[config.mk]
export PLATFORM = sky130hd
export DESIGN_NAME = alu_issue_stage
export DESIGN_NICKNAME = d
export VERILOG_FILES = /design/src/rtl/alu_issue_stage.sv
export SDC_FILE = /design/constraint.sdc
export NUM_CORES = 1
export LEC_CHECK = 0
export ABC_AREA = 1
export CAP_MARGIN = 20
export CORE_MARGIN = 2
export CORE_UTILIZATION = 39
export DETAILED_ROUTE_END_ITERATION = 10
export GPL_ROUTABILITY_DRIVEN = 0
export HOLD_SLACK_MARGIN = 0.02
export PLACE_DENSITY = 0.78
export SLEW_MARGIN = 20
export SYNTH_ARGS = -nofsm -noshare
export SYNTH_HDL_FRONTEND = slang
export SYNTH_SLANG_ARGS = --single-unit
[constraint.sdc]
create_clock -name clk -period 4.6 [get_ports clk]
set_input_delay 1.38 -clock clk [delete_from_list [all_inputs] [get_ports clk]]
set_output_delay 1.38 -clock clk [all_outputs]
set_load 0.01 [all_outputs]
[src/rtl/alu_issue_stage.sv]
// ---------------------------------------------------------------------------
// alu_issue_stage
//
// ID/EX issue register for an RV32I pipeline. It decodes the instruction
// arriving from decode/register-read into the ALU operation code, the ALU
// operand pair and the branch-compare tag, then registers everything as the
// ID/EX pipeline boundary. Stall holds the register and flush loads a bubble.
//
// Ports:
//   clk            in   rising-edge clock
//   rst            in   asynchronous active-high reset (all outputs to 0)
//   id_valid       in   ID-stage inputs carry a real instruction
//   id_instr[31:0] in   instruction word
//   id_pc[31:0]    in   instruction address
//   id_rs1_data    in   forwarded rs1 value (32 bits)
//   id_rs2_data    in   forwarded rs2 value (32 bits)
//   stall          in   hold the ID/EX register
//   flush          in   squash the ID/EX register (wins over stall)
//   ex_valid       out  execute slot occupied
//   ex_aluctrl     out  ALU operation code (4 bits)
//   ex_src1        out  ALU operand 1 (32 bits)
//   ex_src2        out  ALU operand 2 (32 bits)
//   ex_store_data  out  rs2 value for stores (32 bits)
//   ex_rd          out  destination register (5 bits)
//   ex_regwrite    out  writeback enable
//   ex_branch      out  conditional branch in slot
//   ex_br_funct3   out  branch condition (funct3)
//   ex_jump        out  JAL/JALR in slot
//   ex_illegal     out  unsupported encoding in slot
// ---------------------------------------------------------------------------
module alu_issue_stage (
  input  logic        clk,
  input  logic        rst,
  input  logic        id_valid,
  input  logic [31:0] id_instr,
  input  logic [31:0] id_pc,
  input  logic [31:0] id_rs1_data,
  input  logic [31:0] id_rs2_data,
  input  logic        stall,
  input  logic        flush,
  output logic        ex_valid,
  output logic [3:0]  ex_aluctrl,
  output logic [31:0] ex_src1,
  output logic [31:0] ex_src2,
  output logic [31:0] ex_store_data,
  output logic [4:0]  ex_rd,
  output logic        ex_regwrite,
  output logic        ex_branch,
  output logic [2:0]  ex_br_funct3,
  output logic        ex_jump,
  output logic        ex_illegal
);

  // ALU operation codes shared with the execute stage
  localparam logic [3:0] ADD  = 4'b0000;
  localparam logic [3:0] SUB  = 4'b0001;
  localparam logic [3:0] AND  = 4'b0010;
  localparam logic [3:0] OR   = 4'b0011;
  localparam logic [3:0] XOR  = 4'b0100;
  localparam logic [3:0] SLL  = 4'b0101;
  localparam logic [3:0] SRL  = 4'b0110;
  localparam logic [3:0] SLT  = 4'b0111;
  localparam logic [3:0] SRA  = 4'b1000;
  localparam logic [3:0] SLTU = 4'b1001;

  // RV32I major opcodes
  localparam logic [6:0] OPC_OP     = 7'b0110011;
  localparam logic [6:0] OPC_OP_IMM = 7'b0010011;
  localparam logic [6:0] OPC_LUI    = 7'b0110111;
  localparam logic [6:0] OPC_AUIPC  = 7'b0010111;
  localparam logic [6:0] OPC_LOAD   = 7'b0000011;
  localparam logic [6:0] OPC_STORE  = 7'b0100011;
  localparam logic [6:0] OPC_BRANCH = 7'b1100011;
  localparam logic [6:0] OPC_JAL    = 7'b1101111;
  localparam logic [6:0] OPC_JALR   = 7'b1100111;

  localparam logic [6:0] F7_BASE = 7'b0000000;
  localparam logic [6:0] F7_ALT  = 7'b0100000;

  // Everything that crosses the ID/EX boundary, kept together so a bubble
  // is a single all-zero assignment.
  typedef struct packed {
    logic        valid;
    logic [3:0]  aluctrl;
    logic [31:0] src1;
    logic [31:0] src2;
    logic [31:0] store_data;
    logic [4:0]  rd;
    logic        regwrite;
    logic        branch;
    logic [2:0]  br_funct3;
    logic        jump;
    logic        illegal;
  } ex_bundle_t;

  // funct3 -> ALU code for the funct7=0000000 register/immediate group
  function automatic logic [3:0] base_op(input logic [2:0] funct3);
    logic [3:0] op;
    case (funct3)
      3'b000:  op = ADD;
      3'b001:  op = SLL;
      3'b010:  op = SLT;
      3'b011:  op = SLTU;
      3'b100:  op = XOR;
      3'b101:  op = SRL;
      3'b110:  op = OR;
      3'b111:  op = AND;
      default: op = ADD;
    endcase
    return op;
  endfunction

  logic [6:0]  opcode_s;
  logic [2:0]  funct3_s;
  logic [6:0]  funct7_s;
  logic [4:0]  rd_field_s;
  logic [31:0] imm_i_s;
  logic [31:0] imm_s_s;
  logic [31:0] imm_u_s;
  logic [31:0] shamt_s;

  assign opcode_s   = id_instr[6:0];
  assign funct3_s   = id_instr[14:12];
  assign funct7_s   = id_instr[31:25];
  assign rd_field_s = id_instr[11:7];
  assign imm_i_s    = {{20{id_instr[31]}}, id_instr[31:20]};
  assign imm_s_s    = {{20{id_instr[31]}}, id_instr[31:25], id_instr[11:7]};
  assign imm_u_s    = {id_instr[31:12], 12'b0};
  assign shamt_s    = {27'b0, id_instr[24:20]};

  logic        illegal_s;
  logic [3:0]  aluctrl_raw_s;
  logic [31:0] src1_raw_s;
  logic [31:0] src2_raw_s;
  logic [4:0]  rd_raw_s;
  logic        regwrite_raw_s;
  logic        branch_raw_s;
  logic        jump_raw_s;
  ex_bundle_t  dec_s;
  ex_bundle_t  ex_r;

  // Raw decode: operation, operands and control per opcode, plus legality
  always_comb begin
    illegal_s      = 1'b0;
    aluctrl_raw_s  = ADD;
    src1_raw_s     = 32'd0;
    src2_raw_s     = 32'd0;
    rd_raw_s       = 5'd0;
    regwrite_raw_s = 1'b0;
    branch_raw_s   = 1'b0;
    jump_raw_s     = 1'b0;
    case (opcode_s)
      OPC_OP: begin
        src1_raw_s     = id_rs1_data;
        src2_raw_s     = id_rs2_data;
        rd_raw_s       = rd_field_s;
        regwrite_raw_s = 1'b1;
        if (funct7_s == F7_BASE) begin
          aluctrl_raw_s = base_op(funct3_s);
        end else if (funct7_s == F7_ALT && funct3_s == 3'b000) begin
          aluctrl_raw_s = SUB;
        end else if (funct7_s == F7_ALT && funct3_s == 3'b101) begin
          aluctrl_raw_s = SRA;
        end else begin
          illegal_s = 1'b1;
        end
      end
      OPC_OP_IMM: begin
        src1_raw_s     = id_rs1_data;
        rd_raw_s       = rd_field_s;
        regwrite_raw_s = 1'b1;
        if (funct3_s == 3'b001) begin
          src2_raw_s = shamt_s;
          if (funct7_s == F7_BASE) begin
            aluctrl_raw_s = SLL;
          end else begin
            illegal_s = 1'b1;
          end
        end else if (funct3_s == 3'b101) begin
          src2_raw_s = shamt_s;
          if (funct7_s == F7_BASE) begin
            aluctrl_raw_s = SRL;
          end else if (funct7_s == F7_ALT) begin
            aluctrl_raw_s = SRA;
          end else begin
            illegal_s = 1'b1;
          end
        end else begin
          src2_raw_s    = imm_i_s;
          aluctrl_raw_s = base_op(funct3_s);
        end
      end
      OPC_LUI: begin
        src2_raw_s     = imm_u_s;
        rd_raw_s       = rd_field_s;
        regwrite_raw_s = 1'b1;
      end
      OPC_AUIPC: begin
        src1_raw_s     = id_pc;
        src2_raw_s     = imm_u_s;
        rd_raw_s       = rd_field_s;
        regwrite_raw_s = 1'b1;
      end
      OPC_LOAD: begin
        src1_raw_s     = id_rs1_data;
        src2_raw_s     = imm_i_s;
        rd_raw_s       = rd_field_s;
        regwrite_raw_s = 1'b1;
      end
      OPC_STORE: begin
        src1_raw_s = id_rs1_data;
        src2_raw_s = imm_s_s;
      end
      OPC_BRANCH: begin
        src1_raw_s   = id_rs1_data;
        src2_raw_s   = id_rs2_data;
        branch_raw_s = 1'b1;
        case (funct3_s)
          3'b000, 3'b001: aluctrl_raw_s = SUB;
          3'b100, 3'b101: aluctrl_raw_s = SLT;
          3'b110, 3'b111: aluctrl_raw_s = SLTU;
          default:        illegal_s     = 1'b1;
        endcase
      end
      OPC_JAL, OPC_JALR: begin
        // ALU computes the link value pc+4; the target is resolved elsewhere
        src1_raw_s     = id_pc;
        src2_raw_s     = 32'd4;
        rd_raw_s       = rd_field_s;
        regwrite_raw_s = 1'b1;
        jump_raw_s     = 1'b1;
      end
      default: begin
        illegal_s = 1'b1;
      end
    endcase
  end

  // Final bundle: illegal slots become a valid, inert ADD 0,0 with no side
  // effects; writes to x0 are suppressed.
  always_comb begin
    dec_s            = '0;
    dec_s.valid      = 1'b1;
    dec_s.store_data = id_rs2_data;
    if (illegal_s) begin
      dec_s.illegal = 1'b1;
    end else begin
      dec_s.aluctrl   = aluctrl_raw_s;
      dec_s.src1      = src1_raw_s;
      dec_s.src2      = src2_raw_s;
      dec_s.rd        = rd_raw_s;
      dec_s.regwrite  = regwrite_raw_s && (rd_raw_s != 5'd0);
      dec_s.branch    = branch_raw_s;
      dec_s.br_funct3 = branch_raw_s ? funct3_s : 3'b000;
      dec_s.jump      = jump_raw_s;
    end
  end

  // ID/EX register: rst > flush > stall > load (bubble when id_valid=0)
  always_ff @(posedge clk or posedge rst) begin
    if (rst) begin
      ex_r <= '0;
    end else if (flush) begin
      ex_r <= '0;
    end else if (!stall) begin
      ex_r <= id_valid ? dec_s : '0;
    end
  end

  assign ex_valid      = ex_r.valid;
  assign ex_aluctrl    = ex_r.aluctrl;
  assign ex_src1       = ex_r.src1;
  assign ex_src2       = ex_r.src2;
  assign ex_store_data = ex_r.store_data;
  assign ex_rd         = ex_r.rd;
  assign ex_regwrite   = ex_r.regwrite;
  assign ex_branch     = ex_r.branch;
  assign ex_br_funct3  = ex_r.br_funct3;
  assign ex_jump       = ex_r.jump;
  assign ex_illegal    = ex_r.illegal;

endmodule

==> metrics.cfg <==
[route]
routedWlPerCell_um = 17.0
wl_um = 17800
avgViaCountPerCell = 5.12
postRouteAntennaNets = 0
drt_first_pass_iters = 6
drtIter0Drc = 390
num_vias = 5370
drc_errors = 0

[final_layout]
finalInstanceArea_um2 = 8900
fill_cells = 1263
nets = 987
antenna_cells = 0
area_delta_synth_final_pct = 57.1
drive_gt1_share_pct = 14.4

[clocking]
clockBufferDepth = 2
cts_resized = 0
clkLatencyLatePin_ns = 0.41
cts_root_buf = clkbuf_16
postCtsHoldBufs = 0
cts_buffers = 17
cts_tree = built
htree_levels = 4
post-cts-setup-buffers = 0
path_clk_slew_ns = 0.05
clock_sinks = 113

[sta]
final_max_slew_viol_count = 0
grt_setup_unrepaired = no
fin_crit_sh_pct = 82.3
slew_headroom_pct = 45.6
tightest_slew_ns = 0.813
setup-tns-final_ns = 0
finalClockSkew_ns = 0
layout_min_cycle_time_ns = 3.78
max_freq_mhz = 264
hold_viol = 0
setup_viol = 0

[floorplanning]
die_w_um = 125
rows = 44
dieArea_um2 = 15500
pin_count = 246
die_y_um = 125
start_util_pct = 39.5
core_um2 = 14400

[critical_path]
crit_start = id_instr[2]
arrival_ns = 4.10
critPathKind = primary input to flip-flop
required_ns = 4.92
r2r_cells = 1
start_kind = primary input
reg2reg_from = ex_store_data[6]$_DFFE_PP0P_
cp_max_fo = 73
cp-end-kind = flip-flop

[grt]
grt_max_degree = 114
grt_overflow = 0
grt_pass1_vias = 5106
antenna_found_initial = 0
grt_pass1_wl_um = 28200
track_usage_pct = 23.1

[yosys]
synth_top_area_share_pct = 49.9
syn_area_um2 = 5670
async_reset_ff_share_pct = 100
synth.most_common_cell = nand2_1
yosys-top-cells-area = dfrtp_1 50%, nand2_1 11%, o21ai_2 11%, a22oi_1 5.2%, a22o_1 3.6%
synth_edf_count = 0
yosys_warnings = 0
yosysUniqueCellTypes = 30
ys.flop_type = dfrtp_1
synthCells = 618
synthTopCellsByCount = 173 x nand2_1, 113 x dfrtp_1, 70 x o21ai_2
syn_nets = 754
ys_seq_area_share_pct = 49.9
syn_avg_cell_area_um2 = 9.17
ys_ff_latch = 113
yosys.area.top_type = dfrtp_1

[power_and_ir_drop]
power_mw = 2.79
ir_drop_uv = 247
cellPowerDensity_nw_per_um2 = 313
power.leakage_nw = 3.80

[placed_design]
port_buffers = 245
dp_hpwl_um = 12600
dpl_cell_area_um2 = 8230

[run]
cap_violations = 0

[hold_path]
hold_class = flip-flop to flip-flop
min_path_cells = 2
min_from = ex_src2[20]$_DFFE_PP0P_

[outcome]
status = completed

## kinds of logic (layout without fill, tap and decap cells)
kind of cell             Yosys count  after routing  share of synthesized area [%]
adder cells (fa/ha/maj)            3              3                          0.662
AO/OA/AOI/OAI                    197            197                           26.2
AND/OR/NAND/NOR                  230            230                           17.1
buffers and inverters             75            321                           6.20
flip-flops                       113            113                           49.9
## stage by stage
step                cells  hold WS (ns)  setup WS [ns]  util [%]
finish               1048         0.479          0.816      62.0
global route         1048         0.496          0.524      62.0
global placement     1016         0.458          0.519      57.2
floorplan             618         0.509          0.233         -
detailed placement   1016         0.465          0.376      57.3
CTS                  1048         0.480          0.805      62.0
## report_power, final
part | internal [mW] | switching, mW | total [mW] | leakage (nW)
clock | 1.03 | 0.470 | 1.50 | 0.322
sequential | 1.01 | 0.00663 | 1.01 | 1.57
combinational | 0.146 | 0.131 | 0.277 | 1.91
## routing by layer
layer / up-vias / part of all wire (%) / GRT usage (%)
met5: - / 0 / 0
met4: 0 / 1.8 / 7.27
met3: 23 / 6.0 / 5.80
met2: 203 / 49 / 36.7
met1: 2556 / 43 / 31.0
li1: 2588 / - / -
## flip-flops by register name (all words and copies together) (netlist names)
name and cells:
ex_src1 32, ex_store_data 32, ex_br_funct3 3, ex_aluctrl 4, ex_illegal 1, ex_valid 1
ex_jump 1, ex_rd 5, ex_branch 1, ex_regwrite 1, ex_src2 32
## worst max-delay path, cell delays in order
cell and delay (ns):
clkdlybuf4s50_1 0.45, inv_1 0.07, nand2_1 0.05, nor2_2 0.34
nand2_1 0.24, nand2_2 0.14, nor2_2 0.05, nand2_4 0.29
nor2_2 0.12, nor2_8 0.20, nand2_8 0.39, o21ai_0 0.33
## placed cells by master (no fill, tap or decap)
master             n
a211oi_1           1
a21oi_1           29
a22o_1            23
a22oi_1           39
a31oi_1            1
a32o_1             9
buf_12             1
buf_4              7
bufinv_16          6
clkbuf_16         17
clkbuf_8           1
clkdlybuf4s50_1  245
clkinv_1           2
clkinv_2           3
clkinv_4           1
clkinvlp_4         3
dfrtp_1          113
ha_1               3
inv_1             32
inv_2              1
inv_4              1
inv_6              1
nand2_1          173
nand2_2            2
nand2_4            1
nand2_8            1
nand3_1           19
nand4_1            5
nor2_1            21
nor2_2             3
nor2_4             3
nor2_8             1
nor3_1             1
o21ai_0           21
o21ai_1            1
o21ai_2           70
o21ai_4            1
o22ai_1            2
## cell type report
cell class / instances / area (um2) / area share [%]
Clock buffer: 18 / 439 / 4.93
Timing Repair Buffer: 253 / 2520 / 28.4
Sequential cell: 113 / 2830 / 31.8
Tap cell: 184 / 230 / 2.59
Multi-Input combinational cell: 430 / 2510 / 28.2
Inverter: 36 / 138 / 1.55
Clock inverter: 14 / 235 / 2.64
## final timing paths
check	endpoint	slack, ns
max in group asynchronous	ex_rd[3]$_DFFE_PP0P_	2.69
min in group asynchronous	ex_src2[25]$_DFFE_PP0P_	1.48
worst max register to register	ex_store_data[6]$_DFFE_PP0P_	3.87
worst max-delay path	ex_src1[21]$_DFFE_PP0P_	0.82
worst min register to register	ex_src2[20]$_DFFE_PP0P_	0.48
worst min-delay path	ex_src2[20]$_DFFE_PP0P_	0.48
(Power assumes the default switching activity.)
